<file path="src/rtl/serial_subtractor_if.sv">
// Operand/result bundle for the bit-serial subtractor.
// The controller drives the start/operand side and the subtractor drives the status/result side.
interface serial_subtractor_if #(
  parameter int WIDTH = 8
);
  logic             start;
  logic [WIDTH-1:0] a;
  logic [WIDTH-1:0] b;
  logic             bin;
  logic             busy;
  logic             done;
  logic [WIDTH-1:0] diff;
  logic             bout;

  modport master (
    output start, a, b, bin,
    input  busy, done, diff, bout
  );

  modport slave (
    input  start, a, b, bin,
    output busy, done, diff, bout
  );
endinterface

</file>
<file path="src/rtl/serial_subtractor.sv">
// Bit-serial LSB-first a - b - bin on one full-subtractor cell; diff/bout/done update WIDTH edges after start is taken.
// No backpressure: start is ignored while shifting, and a start in the done cycle chains straight into the next operation.
module serial_subtractor #(
  parameter int WIDTH = 8
) (
  input  logic             clk,
  input  logic             rst_n,
  serial_subtractor_if.slave io
);
  localparam int              CW   = $clog2(WIDTH) + 1;
  localparam logic [CW-1:0]   LAST = CW'(WIDTH - 1);

  typedef enum logic [1:0] {
    IDLE  = 2'd0,
    SHIFT = 2'd1,
    DONE  = 2'd2
  } state_t;

  state_t           state_q;
  state_t           state_d;
  logic [WIDTH-1:0] sa;
  logic [WIDTH-1:0] sb;
  logic [WIDTH-1:0] sd;
  logic [WIDTH-1:0] sd_next;
  logic [WIDTH-1:0] diff_q;
  logic [CW-1:0]    cnt;
  logic             br;
  logic             br_next;
  logic             d;
  logic             bout_q;
  logic             load;
  logic             step;
  logic             finish;

  // The single full-subtractor cell, fed by the current LSBs and the borrow flop.
  always_comb begin
    d       = sa[0] ^ sb[0] ^ br;
    br_next = (~sa[0] & sb[0]) | (~(sa[0] ^ sb[0]) & br);
    sd_next = (sd >> 1) | (WIDTH'(d) << (WIDTH - 1));
  end

  always_ff @(posedge clk or negedge rst_n) begin
    if (!rst_n) begin
      state_q <= IDLE;
    end else begin
      state_q <= state_d;
    end
  end

  always_comb begin
    state_d = state_q;
    load    = 1'b0;
    step    = 1'b0;
    finish  = 1'b0;
    unique case (state_q)
      IDLE: begin
        if (io.start) begin
          load    = 1'b1;
          state_d = SHIFT;
        end
      end
      SHIFT: begin
        step = 1'b1;
        if (cnt == LAST) begin
          finish  = 1'b1;
          state_d = DONE;
        end
      end
      DONE: begin
        if (io.start) begin
          load    = 1'b1;
          state_d = SHIFT;
        end else begin
          state_d = IDLE;
        end
      end
      default: state_d = IDLE;
    endcase
  end

  always_ff @(posedge clk or negedge rst_n) begin
    if (!rst_n) begin
      sa     <= '0;
      sb     <= '0;
      sd     <= '0;
      br     <= 1'b0;
      cnt    <= '0;
      diff_q <= '0;
      bout_q <= 1'b0;
    end else begin
      if (load) begin
        sa  <= io.a;
        sb  <= io.b;
        br  <= io.bin;
        sd  <= '0;
        cnt <= '0;
      end else if (step) begin
        sa  <= sa >> 1;
        sb  <= sb >> 1;
        br  <= br_next;
        sd  <= sd_next;
        cnt <= cnt + CW'(1);
      end
      // Published result holds through the next operation until its last bit lands.
      if (finish) begin
        diff_q <= sd_next;
        bout_q <= br_next;
      end
    end
  end

  assign io.busy = (state_q == SHIFT);
  assign io.done = (state_q == DONE);
  assign io.diff = diff_q;
  assign io.bout = bout_q;
endmodule
</file>
<file path="src/flat_wrapper.sv">
// flat-port wrapper written by rule: the top's interface ports become plain ports
module serial_subtractor_flat 
#(
  parameter int WIDTH = 8
)
  (clk, rst_n, io_start, io_a, io_b, io_bin, io_busy, io_done, io_diff, io_bout);
  serial_subtractor_if #(.WIDTH(WIDTH)) io_i ();
  input  logic clk;
  input  logic rst_n;
  input wire logic [$bits(io_i.start)-1:0] io_start;
  input wire logic [$bits(io_i.a)-1:0] io_a;
  input wire logic [$bits(io_i.b)-1:0] io_b;
  input wire logic [$bits(io_i.bin)-1:0] io_bin;
  output wire logic [$bits(io_i.busy)-1:0] io_busy;
  output wire logic [$bits(io_i.done)-1:0] io_done;
  output wire logic [$bits(io_i.diff)-1:0] io_diff;
  output wire logic [$bits(io_i.bout)-1:0] io_bout;
  assign io_i.start = io_start;
  assign io_i.a = io_a;
  assign io_i.b = io_b;
  assign io_i.bin = io_bin;
  assign io_busy = io_i.busy;
  assign io_done = io_i.done;
  assign io_diff = io_i.diff;
  assign io_bout = io_i.bout;
  serial_subtractor #(.WIDTH(WIDTH)) u_core (.clk(clk), .rst_n(rst_n), .io(io_i));
endmodule
</file>
<file path="config.mk">
export PLATFORM = sky130hd
export DESIGN_NAME = serial_subtractor_flat
export DESIGN_NICKNAME = d
export VERILOG_FILES = /design/src/rtl/serial_subtractor_if.sv /design/src/rtl/serial_subtractor.sv /design/src/flat_wrapper.sv
export SDC_FILE = /design/constraint.sdc
export NUM_CORES = 1
export LEC_CHECK = 0
export CORE_MARGIN = 3
export CORE_UTILIZATION = 54
export DETAILED_ROUTE_END_ITERATION = 10
export HOLD_SLACK_MARGIN = 0.06
export PLACE_DENSITY = 0.83
export SLEW_MARGIN = 10
export SYNTH_ARGS = -nofsm -noshare
export SYNTH_HDL_FRONTEND = slang
export SYNTH_SLANG_ARGS = --single-unit
</file>
<file path="constraint.sdc">
create_clock -name clk -period 2.87 [get_ports clk]
set_input_delay 0.287 -clock clk [delete_from_list [all_inputs] [get_ports clk]]
set_output_delay 0.287 -clock clk [all_outputs]
set_load 0.1 [all_outputs]
</file>
==> results.yml, run 1 <==
cells_and_area:
  syn_to_final_growth_pct: 21.31
  fin_nets: 193
  antennaDiodeCount: 0
  drive_above_1_share_pct: 18.60
timing:
  setup_tns_ps: 0
  timing.fmax_mhz: 495.5
  slew_headroom_pct: 46.08
  finalMaxSlewViolations: 0
  rsz0062_at_grt: "false"
  timing.final.crit_period_ps: 2018
  fin_skew_ps: 6.676
  setup_violations: 0
  period_share_pct: 70.32
  hold_viol: 0
  tightest_slew_ps: 808.8
worst_setup_path:
  setup.worst_path.class: "flop to primary output"
  ff2ff_path_depth: 5
  worstPathArrival_ps: 1730
  cp-end-kind: "primary output"
  startpoint_type: "flop"
  worstPathMaxFanout: 21
  required_ps: 2580
routing:
  vias: 1200
  drc: 0
  routed_wl_um: 2993
  firstDrtPassIters: 4
  viasPerCell: 5.911
  ant_nets: 0
  wl_per_cell_um: 14.74
  dr.first_iter.drc_count: 78
placed_design:
  port_buffers: 30
  hpwl_um: 2128
  globalplace.congestion: 0.7372
grt:
  grt_start_max_net_pins: 40
  grtUsageMet1_pct: 22.96
  gr-total-overflow: 0
  grtUsageTotal_pct: 18.47
  antenna_found_initial: 0
  use_met3_pct: 3.830
  grt_busiest_layer: "met2"
  use_met2_pct: 30.84
  grt_pass1_wl_um: 5016
  grt_pass1_vias: 1147
die:
  die_w_um: 60.78
  io_pins: 31
  dieArea_mm2: 0.003694
  fp.coreArea_mm2: 0.002805
  die_h_um: 60.78
  start_util_pct: 57.76
  fp-row-count: 19
run:
  cap_violations: 0
synthesis:
  syn_area_mm2: 0.001620
  yosysWarnings: 0
  yosys.area.top_type_share_pct: 60.23
  avgSynthCellArea_um2: 11.49
  synth_edf_count: 0
  syn_inst: 141
  synth-seq-cells: 39
  synth.area.top_cells: "dfrtp_1 60%, mux2_2 6.3%, nand2_1 5.8%, a22o_1 5.4%, a31oi_1 3.1%"
  synth_fp_nets: 163
  yosys.area.top_type: "dfrtp_1"
  seq_area_frac_synth_pct: 60.23
  synth_ff_type: "dfrtp_1"
  ys_types: 24
  async_reset_ff_share_pct: 100.0
clock_tree:
  cts_made_buffers: 5
  cts_setup_buffers: 0
  htree_levels: 2
  clk_pin_slew_worst_paths_ps: 110
  cts_repair_resize_count: 0
  clk_path_buf_depth: 2
  ctsHoldBuffers: 0
  clock_sinks: 39
  clk_latency_ps: 330
  cts-root-buf: "clkbuf_4"
  cts_tree: "built"
outcome:
  status: "completed"
worst_hold_path:
  worstHoldPathType: "input port to async pin"
==> sequential cells by signal, summed over array words and instances, names as in the netlist <==
register	flops
u_core.br	1
u_core.cnt	4
u_core.io.bout	1
u_core.io.diff	8
u_core.sa	8
u_core.sb	8
u_core.sd	7
u_core.state_q	2
==> worst paths after layout <==
path	startpoint	end	slack, ps
max in group asynchronous	rst_n	u_core.sd[6]	2330
setup / recovery	u_core.state_q[1]	io_busy	850
hold reg to reg	u_core.sa[3]	u_core.sa[3]	520
min in group clk	u_core.sa[3]	u_core.sa[3]	520
setup reg to reg	u_core.state_q[0]	u_core.br	1010
hold / removal	rst_n	u_core.io.diff[0]	30
==> kinds of logic (layout without fill, tap and decap cells) <==
group | after synthesis | count (layout) | share of synthesized area, %
mux | 12 | 12 | 8.108
flops | 39 | 39 | 60.23
fa+ha+maj | 2 | 2 | 2.008
buf+inv | 13 | 44 | 3.706
compound gates | 27 | 27 | 12.66
simple gates | 48 | 48 | 13.28
==> cell type report <==
cell class                      count  area (um^2)
Sequential cell                    39        975.9
Fill cell                         215        839.6
Multi-Input combinational cell     89        584.3
Timing Repair Buffer               32        282.8
Clock buffer                        8        68.82
Tap cell                           31        38.79
Inverter                            4        15.01
==> per-layer routing <==
| metal | wire length, um | vias to the layer above |
|---|---|---|
| li1 | - | 556 |
| met1 | 1330 | 601 |
| met2 | 1453 | 36 |
| met3 | 158 | 7 |
| met4 | 51 | 0 |
| met5 | 0 | - |
==> stage by stage <==
stage | util [%] | hold WS (ps) | setup WS (ps) | instances | instance area [um^2]
4_1_cts | 70.07 | 66.06 | 840.8 | 203 | 1966
6_report | 70.07 | 29.44 | 851.8 | 203 | 1966
2_1_floorplan | - | -8.591 | 861.3 | 141 | 1620
3_5_place_dp | 67.62 | 432.9 | 940.4 | 195 | 1897
3_3_place_gp | 67.62 | 427.5 | 1011 | 195 | 1897
5_1_grt | 70.07 | 78.51 | 767.2 | 203 | 1966
==> cell usage after synthesis (2+ instances only) <==
master / number
a221o_1: 2
clkbuf_1: 5
o21ai_0: 2
nand2b_1: 2
mux2_2: 9
nand2_1: 25
mux2i_1: 3
buf_2: 3
inv_1: 3
nand3_1: 6
a22oi_1: 5
nor2_1: 10
a22o_1: 10
dfrtp_1: 39
a31oi_1: 8
==> critical path, cell delays in order, from the launching register on <==
cell and delay (ps):
dfrtp_1 390, nand2b_1 140, buf_4 200, inv_2 290, buf_4 360
==> layout by cell type (no fill, tap or decap), types with 2 or more instances in the layout <==
cell | netlist | routed
a221o_1 | 2 | 2
a22o_1 | 10 | 10
a22oi_1 | 5 | 5
a31oi_1 | 8 | 8
buf_4 | 0 | 13
clkbuf_4 | 0 | 5
clkbuf_8 | 0 | 2
clkdlybuf4s50_1 | 0 | 18
dfrtp_1 | 39 | 39
inv_1 | 3 | 3
mux2_2 | 9 | 9
mux2i_1 | 3 | 3
nand2_1 | 25 | 25
nand2b_1 | 2 | 2
nand3_1 | 6 | 6
nor2_1 | 10 | 10
o21ai_0 | 2 | 2
Power of run 1 is left out: the tool's default activity adds up to more than one toggle a clock period on the data nets, which glitch-free logic cannot reach.
==> inputs of run 2 (changes only) <==
Settings changed: CORE_UTILIZATION 54 to 50, PLACE_DENSITY 0.83 to 0.77.
Clock period 2.87 ns to 1.9 ns, I/O delays scaled along.
==> results.yml, run 2 (synthesis gave the netlist of run 1 again) <==
clock_tree:
  cts_made_buffers: 5
  clk_path_buf_depth: 2
  cts-root-buf: "clkbuf_4"
  cts_repair_resize_count: 0
  clock_sinks: 39
  cts_tree: "built"
  clk_pin_slew_worst_paths_ps: 110
  clk_latency_ps: 330
  cts_setup_buffers: 0
  htree_levels: 2
worst_setup_path:
  ff2ff_path_depth: 4
  path_buf_inv: 3
  regToRegEndpoint: "u_core.io.diff[1]"
  required_ps: 1710
  worstPathArrival_ps: 1530
  cp-end-kind: "primary output"
  regToRegSetupSlack_ps: 270
  crit_chain: "nand2b_1 > inv_2 > buf_4 > buf_12"
  setup.worst_path.class: "flop to primary output"
  startpoint_type: "flop"
  r2r-start: "u_core.cnt[0]"
  slowest_delay_ps: 390
  worst_path_max_delay_cell: "dfrtp_1"
  worstPathMaxFanout: 27
  timing.critical_path.max_delay_family: "buffers and inverters"
routing:
  viasPerCell: 5.320
  wl_per_cell_um: 13.53
  routed_wl_um: 2964
  ant_nets: 0
  drc: 0
  vias: 1165
  dr.first_iter.drc_count: 48
  firstDrtPassIters: 4
grt:
  antenna_found_initial: 0
  grt_pass1_wl_um: 5292
  grt_start_max_net_pins: 40
  gr-total-overflow: 0
  grt_pass1_vias: 1178
  grtUsageTotal_pct: 17.01
timing:
  hold_viol: 0
  finalMaxSlewViolations: 0
  timing.final.ws_setup_ps: 184.9
  timing.fmax_mhz: 583.0
  period_share_pct: 90.27
  tightest_slew_ps: 826.5
  rsz0062_at_grt: "false"
  fin_skew_ps: 1.987
  setup_tns_ps: 0
  slew_headroom_pct: 44.90
  setup_violations: 0
  timing.final.crit_period_ps: 1715
worst_hold_path:
  worstHoldPathType: "input port to flop"
  worstHoldStart: "io_b[5]"
  min_to: "u_core.sb[5]"
  hold_depth: 3
run:
  cap_violations: 0
die:
  start_util_pct: 52.64
  dieArea_mm2: 0.003960
  io_pins: 31
  fp.coreArea_mm2: 0.003078
  fp-row-count: 20
  die_h_um: 62.93
  die_w_um: 62.93
cells_and_area:
  final_cell_mix: "39 x dfrtp_1, 25 x nand2_1, 18 x clkdlybuf4s50_1"
  mostFrequentLayoutCell: "dfrtp_1"
  antennaDiodeCount: 0
  fin_nets: 196
  drive_above_1_share_pct: 20.00
  syn_to_final_growth_pct: 24.79
placed_design:
  dp_slack_ps: 259.3
  hpwl_um: 2085
  port_buffers: 30
  globalplace.congestion: 0.7513
outcome:
  status: "completed"
==> run 2: how the worst max path moves through the flow <==
stage | start | to | slack [ps] | cells after the start
floorplan | u_core.state_q[1] | u_core.sb[5] | 320 | 6
global placement | u_core.cnt[0] | u_core.io.diff[0] | 310 | 4
detailed placement | u_core.cnt[0] | u_core.io.diff[1] | 260 | 4
CTS | u_core.state_q[1] | io_busy | 180 | 4
global route | u_core.state_q[1] | io_busy | 80 | 4
finish | u_core.state_q[1] | io_busy | 180 | 4
==> run 2: stage by stage <==
| step | cell area (um^2) | std cells | hold WS [ps] | utilization (%) |
|---|---|---|---|---|
| finish | 2022 | 219 | 424.5 | 65.69 |
| global route | 2022 | 219 | 419.6 | 65.69 |
| CTS | 2022 | 219 | 423.0 | 65.69 |
| detailed placement | 1943 | 210 | 340.9 | 63.13 |
| global placement | 1943 | 210 | 330.1 | 63.13 |
| floorplan | 1623 | 141 | -105.6 | - |
==> run 2: timing repair <==
item / in CTS / in global routing
hold buffers: 1 / 0
setup endpoints to repair: 0 / 0
endpoints found under the hold margin: 39 / 0
==> run 2: cell type report <==
| type | instances | area [um^2] |
|---|---|---|
| fillers | 267 | 1056 |
| inverters | 4 | 15.01 |
| multi-input cells | 89 | 586.8 |
| repair buffers | 35 | 320.3 |
| flip-flops and latches | 39 | 975.9 |
| well taps | 44 | 55.05 |
| clock buffers | 8 | 68.82 |
==> run 2: routing by layer <==
| layer | GRT usage [%] | vias up | wire length (um) |
|---|---|---|---|
| li1 | - | 558 | - |
| met1 | 22.06 | 575 | 1359 |
| met2 | 26.48 | 27 | 1434 |
| met3 | 4.496 | 5 | 133 |
| met4 | 7.989 | 0 | 38 |
| met5 | 0 | - | 0 |
==> run 2: worst reg2reg max path, cell delays in order (launching register included) <==
cell     delay [ps]
dfrtp_1         400
ha_1            210
nand2_1         110
nor3_4          410
mux2_2          400
Power of run 2 is left out for the same reason.
